<file path="src/rtl/sram_bus_arbiter.sv">
// Shares one SRAM-like bus between instruction fetch and data access, routing in-order responses by owner tag.
// Optional feature: define ARB_ROUND_ROBIN_EN for round-robin arbitration (default: data over inst).
module sram_bus_arbiter #(
  parameter int MAX_OUTST = 2,
  parameter int IDW       = 1
) (
  input  logic        clk,
  input  logic        reset,
  input  logic        inst_req,
  input  logic [31:0] inst_addr,
  output logic        inst_addr_ok,
  output logic        inst_data_ok,
  output logic [31:0] inst_rdata,
  input  logic        data_req,
  input  logic        data_wr,
  input  logic [1:0]  data_size,
  input  logic [3:0]  data_wstrb,
  input  logic [31:0] data_addr,
  input  logic [31:0] data_wdata,
  output logic        data_addr_ok,
  output logic        data_data_ok,
  output logic [31:0] data_rdata,
  output logic        bus_req,
  output logic        bus_wr,
  output logic [1:0]  bus_size,
  output logic [3:0]  bus_wstrb,
  output logic [31:0] bus_addr,
  output logic [31:0] bus_wdata,
  input  logic        bus_addr_ok,
  input  logic        bus_data_ok,
  input  logic [31:0] bus_rdata
);

  localparam int PTR_W = (MAX_OUTST > 1) ? $clog2(MAX_OUTST) : 1;
  localparam int CNT_W = $clog2(MAX_OUTST + 1);
  localparam logic [IDW-1:0] TAG_I = '0;
  localparam logic [IDW-1:0] TAG_D = IDW'(1);

  typedef enum logic [1:0] {IDLE, LOCK_I, LOCK_D} state_e;

  state_e           state_q, state_d;
  logic [IDW-1:0]   tag_q [MAX_OUTST];
  logic [PTR_W-1:0] rd_ptr_q, rd_ptr_d, wr_ptr_q, wr_ptr_d;
  logic [CNT_W-1:0] cnt_q, cnt_d;
  logic             req, sel_data, win_data, push, pop, full, head_is_data;

  function automatic logic [PTR_W-1:0] ptr_inc(input logic [PTR_W-1:0] p);
    return (p == PTR_W'(MAX_OUTST - 1)) ? '0 : p + PTR_W'(1);
  endfunction

  // A response arriving this cycle frees its slot for this cycle's grant.
  assign pop  = !reset && bus_data_ok && (cnt_q != '0);
  assign full = (cnt_q == CNT_W'(MAX_OUTST)) && !bus_data_ok;

`ifdef ARB_ROUND_ROBIN_EN
  // rr_q=1 means data holds priority on the next conflict.
  logic rr_q, rr_d;
  assign win_data = (inst_req && data_req) ? rr_q : data_req;
  assign rr_d     = push ? ~sel_data : rr_q;

  always_ff @(posedge clk) begin
    if (reset) rr_q <= 1'b0;
    else       rr_q <= rr_d;
  end
`else
  assign win_data = data_req;
`endif

  always_comb begin
    state_d  = state_q;
    req      = 1'b0;
    sel_data = 1'b0;
    unique case (state_q)
      IDLE: begin
        if (!full && (inst_req || data_req)) begin
          req      = 1'b1;
          sel_data = win_data;
          if (!bus_addr_ok) state_d = win_data ? LOCK_D : LOCK_I;
        end
      end
      LOCK_I: begin
        req = 1'b1;
        if (bus_addr_ok) state_d = IDLE;
      end
      LOCK_D: begin
        req      = 1'b1;
        sel_data = 1'b1;
        if (bus_addr_ok) state_d = IDLE;
      end
      default: state_d = IDLE;
    endcase
    if (reset) req = 1'b0;
  end

  assign push     = req && bus_addr_ok;
  assign cnt_d    = cnt_q + CNT_W'(push) - CNT_W'(pop);
  assign wr_ptr_d = push ? ptr_inc(wr_ptr_q) : wr_ptr_q;
  assign rd_ptr_d = pop  ? ptr_inc(rd_ptr_q) : rd_ptr_q;

  always_ff @(posedge clk) begin
    if (reset) begin
      state_q  <= IDLE;
      cnt_q    <= '0;
      rd_ptr_q <= '0;
      wr_ptr_q <= '0;
    end else begin
      state_q  <= state_d;
      cnt_q    <= cnt_d;
      rd_ptr_q <= rd_ptr_d;
      wr_ptr_q <= wr_ptr_d;
    end
  end

  always_ff @(posedge clk) begin
    if (push) tag_q[wr_ptr_q] <= sel_data ? TAG_D : TAG_I;
  end

  assign head_is_data = (tag_q[rd_ptr_q] == TAG_D);

  assign bus_req      = req;
  assign bus_wr       = req && sel_data && data_wr;
  assign bus_size     = !req ? 2'd0 : (sel_data ? data_size : 2'd2);
  assign bus_wstrb    = (req && sel_data) ? data_wstrb : 4'h0;
  assign bus_addr     = !req ? 32'h0 : (sel_data ? data_addr : inst_addr);
  assign bus_wdata    = (req && sel_data) ? data_wdata : 32'h0;

  assign inst_addr_ok = push && !sel_data;
  assign data_addr_ok = push && sel_data;
  assign inst_data_ok = pop && !head_is_data;
  assign data_data_ok = pop && head_is_data;
  assign inst_rdata   = bus_rdata;
  assign data_rdata   = bus_rdata;

endmodule

</file>
<file path="config.mk">
export PLATFORM = sky130hd
export DESIGN_NAME = sram_bus_arbiter
export DESIGN_NICKNAME = d
export VERILOG_FILES = /design/src/rtl/sram_bus_arbiter.sv
export SDC_FILE = /design/constraint.sdc
export NUM_CORES = 1
export LEC_CHECK = 0
export BUFFER_PORTS_ARGS = -buffer_cell sky130_fd_sc_hd__buf_2
export CAP_MARGIN = 5
export CELL_PAD_IN_SITES_DETAIL_PLACEMENT = 0
export CELL_PAD_IN_SITES_GLOBAL_PLACEMENT = 2
export CORE_ASPECT_RATIO = 1.25
export CORE_MARGIN = 3
export CORE_UTILIZATION = 11
export DETAILED_ROUTE_END_ITERATION = 6
export PLACE_DENSITY = 0.82
export SKIP_LAST_GASP = 1
export SLEW_MARGIN = 40
export SYNTH_ARGS = -nofsm -noshare
export SYNTH_HDL_FRONTEND = slang
export SYNTH_SLANG_ARGS = --single-unit
</file>
<file path="constraint.sdc">
create_clock -name clk -period 2.6 [get_ports clk]
set_clock_uncertainty 0.1 [all_clocks]
set_input_delay 0.26 -clock clk [delete_from_list [all_inputs] [get_ports clk]]
set_output_delay 0.26 -clock clk [all_outputs]
set_load 0.02 [all_outputs]
</file>
==> impl_metrics.tcl, run 1 <==
set metrics [dict create \
    first_iter_violations 59 \
    finalSetupTns_ps 0 \
    cp-start-kind "flop" \
    worstSetupPathType "flop to primary output" \
    yosysTopAreaCellShare_pct 28.0 \
    wl_per_cell_um 12.4 \
    finalWorstSetupSlack_ps 133 \
    synth_cell_types 31 \
    post-place-ws_ps 290 \
    power_frac_comb_pct 68.4 \
    p_clk_share_pct 18.7 \
    grt.busiest_layer "met2" \
    root_buffer "clkbuf_16" \
    cts.hold.buffers_added 0 \
    antenna_found_initial 0 \
    path_max_fanout 31 \
    clockBufferDepth 2 \
    wirelength_mm 7.40 \
    yosys-top-cells-area "buf_4 (28%), nand2_1 (14%), and3_1 (14%), a21oi_1 (9.5%), dfxtp_1 (8.0%)" \
    gr-usage-met1_pct 6.38 \
    final_nets 535 \
    cts.clk_slew.worst_paths_ps 40 \
    yosysSeqAreaShare_pct 11.5 \
    final_hold_viol_count 0 \
    peakVddDrop_v 0.000229 \
    cts_max_level 1 \
    end_kind "primary output" \
    cts_tree "yes" \
    dieArea_mm2 0.0174 \
    yosys.area.top_type "buf_4" \
    die_w_um 119 \
    switching_share_pct 49.2 \
    netSwitchingPower_mw 0.718 \
    gp_congestion 0.784 \
    cp.buffers_inverters 3 \
    status "finished clean" \
    vias 2158 \
    initial_utilization_pct 11.4 \
    cp.required_ps 2240 \
    postRouteAntennaNets 0 \
    maxCapViolCount 0 \
    gr-total-overflow 0 \
    cts_sinks 9 \
    p_seq_share_pct 12.9 \
    power.internal_mw 0.740 \
    synthToLayoutAreaGrowth_pct 43.9 \
    holdWs_ps 233 \
    grt_usage_pct 7.71 \
    place_hpwl_mm 6.04 \
    crit_chain "or3b_1 > and2_1 > a21oi_4 > inv_2 > buf_4 > and3_1 > buf_2" \
    grt_first_pass_wirelength_mm 10.8 \
    grtUsageMet2_pct 16.4 \
    worst_path_max_delay_cell "or3b_1" \
    ys_seq_elements 9 \
    syn-num-nets 424 \
    worst_slew_pin_slew_ps 373 \
    grt_pass1_vias 2061 \
    num_io_pins 281 \
    cp.arrival_ps 2110 \
    fp.dieH_um 147 \
    drc_errors 0 \
    rows 50 \
    cts_made_buffers 3 \
    dp_cells 593 \
    cts_resized 0 \
    hold_path.class "primary input to flop" \
    grt_max_degree 43 \
    drive_gt1_share_pct 50.4 \
    max-slew-margin-rel_pct 74.9 \
    synthCells 279 \
    slew_viol_final 0 \
    setup_violations 0 \
    p_per_area_mw_per_mm2 580 \
    slowest_delay_ps 410 \
    dr.pass1.iters 4 \
    post_cts_buffers 0 \
    rsz0062_at_grt "false" \
    period_needed_ps 2470 \
    final_cells 597 \
    core_mm2 0.0153 \
    n_fill_cell 1840 \
    clock_latency_ps 240 \
    grt_util_met3_pct 2.50 \
    leakagePower_nw 1.53 \
    port_buffers 184 \
    netlist_area_mm2 0.00175 \
    n_antenna_cell 0 \
    yosysWarnings 0 \
    finalCritPeriodShare_pct 94.9 \
    via_per_inst 3.61 \
    crit_family "simple AND/OR/NAND/NOR gates" \
    synth_area_per_cell_um2 6.26 \
    fmax_mhz 405 \
]
## metal layers
| metal | part of all wire, % | wire, µm |
|---|---|---|
| met5 | 0 | 0 |
| met1 | 30 | 2200 |
| met3 | 12 | 878 |
| met4 | 2.6 | 195 |
| met2 | 56 | 4120 |
## cell families after synthesis
family | after synthesis | share of synthesized area [%]
flops | 9 | 11.5
fa+ha+maj | 4 | 2.87
buf+inv | 88 | 33.1
simple gates | 130 | 35.7
compound gates | 44 | 14.7
xor+xnor | 3 | 1.51
mux | 1 | 0.645
## layout make-up
cell class | count | area [µm²] | area share, %
multi-input combinational | 182 | 967 | 38.5
clock buffer | 4 | 78.8 | 3.14
inverter | 5 | 18.8 | 0.747
sequential | 9 | 200 | 7.97
tap | 208 | 260 | 10.4
timing repair buffer | 189 | 987 | 39.3
## cells in the final DEF (no fill, tap or decap), types with 2 or more instances in the layout
master / instances
clkbuf_16: 3
dfxtp_1: 7
edfxtp_1: 2
nand2_1: 66
and3_1: 39
buf_4: 2
nor2b_1: 5
o21ai_0: 2
o21a_1: 2
a21oi_1: 33
inv_1: 3
ha_1: 4
inv_2: 2
and2_1: 2
buf_12: 2
xnor2_1: 2
buf_2: 184
nor2_1: 13
## power by group through the flow
| stage | Combinational (mW) | Clock, mW | Sequential [mW] |
|---|---|---|---|
| final | 0.997 | 0.273 | 0.188 |
| after global routing | 1.10 | 0.283 | 0.191 |
| after CTS | 1.01 | 0.280 | 0.188 |
| after detailed placement | 1.01 | 0 | 0.190 |
| after global placement | 1.02 | 0 | 0.190 |
| after floorplan | 0.789 | 0 | 0.186 |
## through the flow
stage               total power, mW  cell area (µm²)  utilization (%)
floorplan                     0.975             1750                -
global placement               1.21             2430             15.9
detailed placement             1.20             2430             15.9
CTS                            1.48             2510             16.4
global route                   1.58             2510             16.5
finish                         1.46             2510             16.5
## worst paths after layout
path / slack, ps / start / end / depth (start not counted)
min: 230 / reset / flop / 2
max reg2reg: 340 / state_q[1] / cnt_q[1] / 11
max: 130 / cnt_q[1] / bus_wdata[19] / 7
min reg2reg: 400 / rd_ptr_q / flop / 2
## synthesized netlist by cell type, drive strengths merged
cell type and number:
nor4 1, nand2 66, xnor2 2, mux2 1, xor2 1, o21ai 2
edfxtp 2, inv 5, or3b 1, nor2b 5, a2bb2oi 1, o21bai 1
a32oi 1, o211ai 1, and4b 1, nor2 13, o21a 2, a311oi 1
and2 2, nand2b 1, buf 68, nor3b 1, clkbuf 15, a21oi 35
dfxtp 7, ha 4, and3 39
Power figures use the tool's default switching activity.
==> run 2: changes to the inputs <==
- SETUP_SLACK_MARGIN: not set -> 0.2
==> impl_metrics.tcl, run 2 (synthesis results as in run 1) <==
set metrics [dict create \
    p_clk_share_pct 16.3 \
    wl_met2_mm 4.41 \
    period_needed_ps 2410 \
    clock_latency_ps 240 \
    place_hpwl_mm 6.04 \
    rsz0062_at_grt "true" \
    cts_sinks 9 \
    port_buffers 184 \
    initial_utilization_pct 11.4 \
    top_layer "met4" \
    r2r-start "cnt_q[1]" \
    cts_max_level 1 \
    synthToLayoutAreaGrowth_pct 57.6 \
    p_per_area_mw_per_mm2 606 \
    cts_made_buffers 3 \
    netSwitchingPower_mw 0.795 \
    hold_path.class "primary input to flop" \
    final_nets 540 \
    switching_share_pct 47.7 \
    crit_path_start "cnt_q[1]" \
    gr-total-overflow 0 \
    p_seq_share_pct 11.3 \
    slew_viol_final 0 \
    path_max_fanout 8 \
    cp.arrival_ps 2050 \
    root_buffer "clkbuf_16" \
    n_antenna_cell 0 \
    cts_tree "yes" \
    peakVddDrop_v 0.000232 \
    grt_first_pass_wirelength_mm 11.1 \
    finalSetupTns_ps 0 \
    cts.clk_slew.worst_paths_ps 40 \
    dieArea_mm2 0.0174 \
    worstSetupPathType "flop to primary output" \
    status "finished clean" \
    via_per_inst 3.69 \
    num_io_pins 281 \
    grt_usage_pct 8.05 \
    die_w_um 119 \
    end_kind "primary output" \
    maxCapViolCount 0 \
    final_cells 602 \
    mostFrequentLayoutCell "buf_2" \
    vias 2223 \
    mostFrequentLayoutCells "buf_2 (169), nand2_1 (59), and3_1 (39)" \
    fp.dieH_um 147 \
    gp_congestion 0.784 \
    rows 50 \
    power_frac_comb_pct 72.4 \
    clockBufferDepth 2 \
    setup_violations 0 \
    dp_cells 593 \
    wirelength_mm 8.08 \
    core_mm2 0.0153 \
    grt_pass1_vias 2081 \
    cp-start-kind "flop" \
    final_hold_viol_count 0 \
    grt_max_degree 43 \
    cts.hold.buffers_added 0 \
    wl_met3_um 922 \
    dr.pass1.iters 4 \
    first_iter_violations 68 \
    power.internal_mw 0.872 \
    max-slew-margin-rel_pct 74.5 \
    antenna_found_initial 0 \
    met1_length_mm 2.52 \
    drive_gt1_share_pct 56.1 \
    cp.required_ps 2240 \
    leakagePower_nw 1.62 \
    drc_errors 0 \
    min_from "reset" \
    wl_per_cell_um 13.4 \
    fmax_mhz 415 \
    worst_slew_pin_slew_ps 378 \
    postRouteAntennaNets 0 \
    finalCritPeriodShare_pct 92.8 \
]
run 2: changes by cell type in the layout (fill, tap and decap cells not counted), sizes merged:
cell and delta:
buf +3, clkbuf +2
run 2: critical path, cell delays in order (launching register included):
cell	delay, ps
dfxtp_2	340
or3b_4	390
and2_4	180
a21oi_4	240
buf_12	160
clkbuf_16	170
nand2_1	60
a21oi_1	120
buf_4	160
run 2: per-stage QoR:
step                      total power, mW  hold WS (ps)  area [µm²]  setup WS, ps  util [%]
final                                1.67           232        2750           188      18.0
after global routing                 1.79           263        2750           126      18.0
after CTS                            1.56           241        2580           205      16.9
after detailed placement             1.20           399        2430           290      15.9
after global placement               1.21           387        2430           289      15.9
after floorplan                     0.975           328        1750           447         -
run 2: layout make-up:
cell class | instances | area (µm²)
timing repair buffer | 194 | 1150
sequential | 9 | 203
inverter | 5 | 18.8
multi-input combinational | 182 | 1040
tap | 208 | 260
fill | 1827 | 12500
clock buffer | 4 | 78.8
run 2: per-layer routing:
| metal | vias up | track usage (%) |
|---|---|---|
| met4 | 0 | 3.01 |
| met2 | 169 | 16.8 |
| li1 | 1084 | - |
| met3 | 12 | 2.58 |
| met1 | 958 | 6.90 |
| met5 | - | 0 |
run 2: path summary, 6_finish.rpt:
| check | end | slack (ps) | cells after the start |
|---|---|---|---|
| max | bus_addr[31] | 190 | 8 |
| min reg2reg | flop | 400 | 2 |
| max reg2reg | cnt_q[1] | 310 | 8 |
| min | flop | 230 | 2 |
run 2: power groups by stage:
stage / Combinational, mW / Clock [mW] / Sequential, mW
2_1_floorplan: 0.789 / 0 / 0.186
3_3_place_gp: 1.02 / 0 / 0.190
3_5_place_dp: 1.01 / 0 / 0.190
4_1_cts: 1.09 / 0.280 / 0.189
5_1_grt: 1.31 / 0.283 / 0.193
6_report: 1.21 / 0.272 / 0.189
run 2: repair_timing:
item | 4_1_cts | 5_1_grt
resized for setup | 8 | 38
pin swaps | 1 | 9
buffers inserted | 1 | 1
endpoints found under the setup margin | 71 | 72
hold endpoints to repair | 0 | 0
cloned | 1 | 2
